[src/rtl/reg_file.sv]
// Architectural register file with rename-tag table: the decoder reads operands as a value
// or a ROB tag and renames rd on issue, and the ROB commits results in order.
module reg_file #(
    parameter int REG_NUM       = 32,
    parameter int REG_POS_WIDTH = 5,
    parameter int DATA_WIDTH    = 32,
    parameter int ROB_POS_WIDTH = 4
) (
    input  logic                     clk,
    input  logic                     rst,
    input  logic                     rdy,
    input  logic                     rollback,

    input  logic [REG_POS_WIDTH-1:0] rs1_idx,
    output logic                     rs1_busy,
    output logic [DATA_WIDTH-1:0]    rs1_val,
    output logic [ROB_POS_WIDTH-1:0] rs1_rob_pos,

    input  logic [REG_POS_WIDTH-1:0] rs2_idx,
    output logic                     rs2_busy,
    output logic [DATA_WIDTH-1:0]    rs2_val,
    output logic [ROB_POS_WIDTH-1:0] rs2_rob_pos,

    input  logic                     issue_en,
    input  logic [REG_POS_WIDTH-1:0] issue_rd,
    input  logic [ROB_POS_WIDTH-1:0] issue_rob_pos,

    input  logic                     commit_en,
    input  logic [REG_POS_WIDTH-1:0] commit_rd,
    input  logic [DATA_WIDTH-1:0]    commit_val,
    input  logic [ROB_POS_WIDTH-1:0] commit_rob_pos
);

    logic [DATA_WIDTH-1:0]    val_q [REG_NUM];
    logic [ROB_POS_WIDTH-1:0] tag_q [REG_NUM];
    logic [REG_NUM-1:0]       busy_q;

    // Reads see pre-issue state; a commit that retires the current producer is
    // forwarded so the decoder never waits a cycle for a value already on the bus.
    always_comb begin
        rs1_busy    = 1'b0;
        rs1_val     = '0;
        rs1_rob_pos = '0;
        if (rs1_idx != '0) begin
            rs1_rob_pos = tag_q[rs1_idx];
            if (commit_en && commit_rd == rs1_idx && busy_q[rs1_idx] &&
                tag_q[rs1_idx] == commit_rob_pos) begin
                rs1_val = commit_val;
            end else begin
                rs1_busy = busy_q[rs1_idx];
                rs1_val  = val_q[rs1_idx];
            end
        end
    end

    always_comb begin
        rs2_busy    = 1'b0;
        rs2_val     = '0;
        rs2_rob_pos = '0;
        if (rs2_idx != '0) begin
            rs2_rob_pos = tag_q[rs2_idx];
            if (commit_en && commit_rd == rs2_idx && busy_q[rs2_idx] &&
                tag_q[rs2_idx] == commit_rob_pos) begin
                rs2_val = commit_val;
            end else begin
                rs2_busy = busy_q[rs2_idx];
                rs2_val  = val_q[rs2_idx];
            end
        end
    end

    // issue_en and commit_en are single-cycle strobes with no back-pressure; they take
    // effect only on an edge where rdy is high, otherwise they are dropped.
    always_ff @(posedge clk) begin
        if (rst) begin
            for (int i = 0; i < REG_NUM; i++) begin
                val_q[i] <= '0;
                tag_q[i] <= '0;
            end
            busy_q <= '0;
        end else if (rdy) begin
            if (commit_en && commit_rd != '0) begin
                val_q[commit_rd] <= commit_val;
                // A stale commit (register renamed again since) must not clear busy.
                if (tag_q[commit_rd] == commit_rob_pos) begin
                    busy_q[commit_rd] <= 1'b0;
                end
            end
            if (rollback) begin
                busy_q <= '0;
            end else if (issue_en && issue_rd != '0) begin
                busy_q[issue_rd] <= 1'b1;
                tag_q[issue_rd]  <= issue_rob_pos;
            end
        end
    end

endmodule

[config.mk]
export PLATFORM = sky130hd
export DESIGN_NAME = reg_file
export DESIGN_NICKNAME = d
export VERILOG_FILES = /design/src/rtl/reg_file.sv
export SDC_FILE = /design/constraint.sdc
export NUM_CORES = 2
export LEC_CHECK = 0
export CAP_MARGIN = 20
export CELL_PAD_IN_SITES_DETAIL_PLACEMENT = 1
export CELL_PAD_IN_SITES_GLOBAL_PLACEMENT = 1
export CORE_MARGIN = 2
export CORE_UTILIZATION = 55
export CTS_BUF_LIST = sky130_fd_sc_hd__clkbuf_8
export DETAILED_ROUTE_END_ITERATION = 10
export HOLD_SLACK_MARGIN = 0.15
export PLACE_DENSITY_LB_ADDON = 0.1
export RECOVER_POWER = 100
export SLEW_MARGIN = 20
export SYNTH_ARGS = -nofsm -noshare
export SYNTH_HDL_FRONTEND = slang
export SYNTH_SLANG_ARGS = --single-unit
[constraint.sdc]
create_clock -name clk -period 6.68 [get_ports clk]
set_input_delay 1.336 -clock clk [delete_from_list [all_inputs] [get_ports clk]]
set_output_delay 1.336 -clock clk [all_outputs]
set_load 0.05 [all_outputs]
==> summary.md <==
| Metric | Value |
|---|---|
| Worst Path Arrival | 7.10 ns |
| Worst-path clk slew | 0.06 ns |
| DR vias/cell | 7.08 |
| DR pass1 iterations | 5 |
| Die Width | 349 µm |
| Overflow after GRT | 0 |
| Worst slew margin | -133% |
| Fmax | 0.153 GHz |
| Post-route antenna net violation count | 0 |
| Worst setup EP type | register |
| Most used DFF post-synth | edfxtp_1 |
| Vias in the first global route | 45100 |
| Failing checks | max-capacitance violations, max-slew violations |
| Largest net degree at the start of global routing | 131 |
| Worst hold path type | register to register |
| Cell area after synthesis | 65400 µm² |
| Layout area overhead | 10.1% |
| GP Congestion | 0.926 |
| Max-slew violations | 1761 |
| Netlist cell types | 55 |
| WP data required | 7.23 ns |
| Commonest non-fill, non-tap cell in the layout | edfxtp_1 |
| RSZ-0062 raised after global routing | no |
| Post-DP HPWL | 139000 µm |
| CTS buffer count | 201 |
| Worst slew pin tran | 3.50 ns |
| Endpoints failing setup | 0 |
| #FFs+latches synth | 1184 |
| TritonCTS clock tree | yes |
| Final wirelength | 231000 µm |
| Post-Synthesis Cells | 4248 |
| Vias after detailed routing | 42900 |
| GRT Util Overall | 38.6% |
| Post-Route Setup TNS | 0 ns |
| 1st-iter DRT viols | 5840 |
| Reg2Reg Setup Slack | 3.41 ns |
| Number of flops mapped to enable cells by yosys | 1152 |
| Post-synthesis sequential area ratio | 53.9% |
| Max Cap Viol | 67 |
| Most frequent cells in the layout | edfxtp_1 (1152), mux4_2 (739), and2_0 (690) |
| Final Skew | 0.0331 ns |
| Initial antenna violation count | 14 |
| Setup Buffers After CTS | 0 |
| Floorplan core area | 118000 µm² |
| Cts repair resizes | 0 |
| Share of post-route cells with drive strength above 1 | 26.7% |
| WL/cell | 38.2 µm |
| Fillers | 10700 |
| Clock root buffer | clkbuf_8 |
| DRC violations left | 0 |
| Net count, final | 4407 |
| First-pass GRT wire length | 329000 µm |
| # hold bufs at CTS | 0 |
| Starting Density | 55.4% |
| Synth Warn # | 0 |
| CP Class | input port to register |
| Overall Power | 17.6 mW |
| CP max FO | 45 |
| Fin Hold WS | 0.478 ns |
| I/O Pins | 140 |
| Die H | 349 µm |
| Final hold viol count | 0 |
| H-tree depth | 4 |
| Rows | 126 |
| Worst skew pair latency | 0.95 ns |
| Clock sink count | 1184 |
| Power Dens Cells | 245 nW/µm² |
| Leak pwr | 24.0 nW |
| Buffers on Ports | 139 |
| Worst vdd ir | 0.243 mV |
| Clock Path Buffers | 3 |
| Outcome | finished, violations left |
| Die area | 122000 µm² |
| CP Launch Type | input port |
| Tmin final | 6.55 ns |
| Async S/R FF share, synth | 0% |
| Synthesized area per cell | 15.4 µm² |
| Tcrit/Tclk final | 98.0% |
-- flip-flops by register name (all words and copies together), names as in the netlist --
| name | count |
|---|---|
| tag_q | 128 |
| busy_q | 32 |
| val_q | 1024 |
-- layout make-up --
| type | count | area (µm²) | area share, % |
|---|---|---|---|
| sequential | 1184 | 35200 | 49.0 |
| tap | 1536 | 1920 | 2.67 |
| inverter | 8 | 35.0 | 0.0487 |
| timing repair buffer | 295 | 2410 | 3.35 |
| antenna | 14 | 35.0 | 0.0487 |
| clock buffer | 209 | 2880 | 4.00 |
| clock inverter | 164 | 805 | 1.12 |
| multi-input combinational | 2651 | 28700 | 39.8 |
-- synthesized netlist by cell type, types with 18 or more instances --
cell | instances | area [µm²]
a211oi_1 | 40 | 300
mux4_2 | 739 | 16600
buf_2 | 70 | 350
clkbuf_1 | 318 | 1190
nor2_1 | 77 | 289
nor3_1 | 44 | 220
and2_1 | 1124 | 7030
o311ai_0 | 21 | 184
or2_2 | 64 | 400
buf_1 | 37 | 139
mux2i_1 | 107 | 1070
edfxtp_1 | 1152 | 34600
nand2_1 | 215 | 807
dfxtp_1 | 32 | 641
a21oi_1 | 19 | 95.1
a22oi_1 | 18 | 135
-- routing by layer --
layer	up-vias	GRT usage (%)	part of all wire, %
li1	16600	-	-
met1	22700	50.9	36
met2	2968	59.9	47
met3	652	10.7	11
met4	14	18.0	5.0
met5	-	0	0.040
-- logic make-up after synthesis --
kind of cell           count (synthesis)  share of synthesized area [%]
buffers and inverters                448                           2.84
other                                  1                        0.00574
AO/OA/AOI/OAI                        149                           1.66
flip-flops                          1184                           53.9
multiplexers                         851                           27.2
XOR/XNOR                              22                          0.295
AND/OR/NAND/NOR                     1593                           14.1
-- where the power goes --
| part | switching [mW] | total, mW | internal (mW) |
|---|---|---|---|
| logic | 1.57 | 2.67 | 1.11 |
| registers | 0.237 | 8.78 | 8.55 |
| clock network | 3.15 | 6.17 | 3.02 |
-- worst paths after layout --
kind                                  start           end  depth (start not counted)
worst min register to register    busy_q[0]     busy_q[0]                          2
worst max register to register  tag_q[3][0]     busy_q[8]                          9
worst min-delay path              busy_q[0]     busy_q[0]                          2
worst max-delay path                    rst  val_q[1][17]                          7
-- stage by stage --
stage	cells	worst slack [ns]	cell area (µm²)	util (%)
2_1_floorplan	4283	0.731	65500	-
3_3_place_gp	5673	0.416	69200	58.7
3_5_place_dp	5673	0.371	69200	58.7
4_1_cts	6046	0.338	72900	61.8
5_1_grt	6051	0.0692	71900	61.0
6_report	6061	0.131	72000	61.0
-- critical path, cell delays in order --
cell	delay, ns
clkbuf_1	0.96
nor2b_1	0.71
and2_0	0.31
nand2_1	0.28
nor2_4	0.17
or2_0	2.39
buf_2	0.90
No activity file was read; power rests on OpenSTA's default activity.
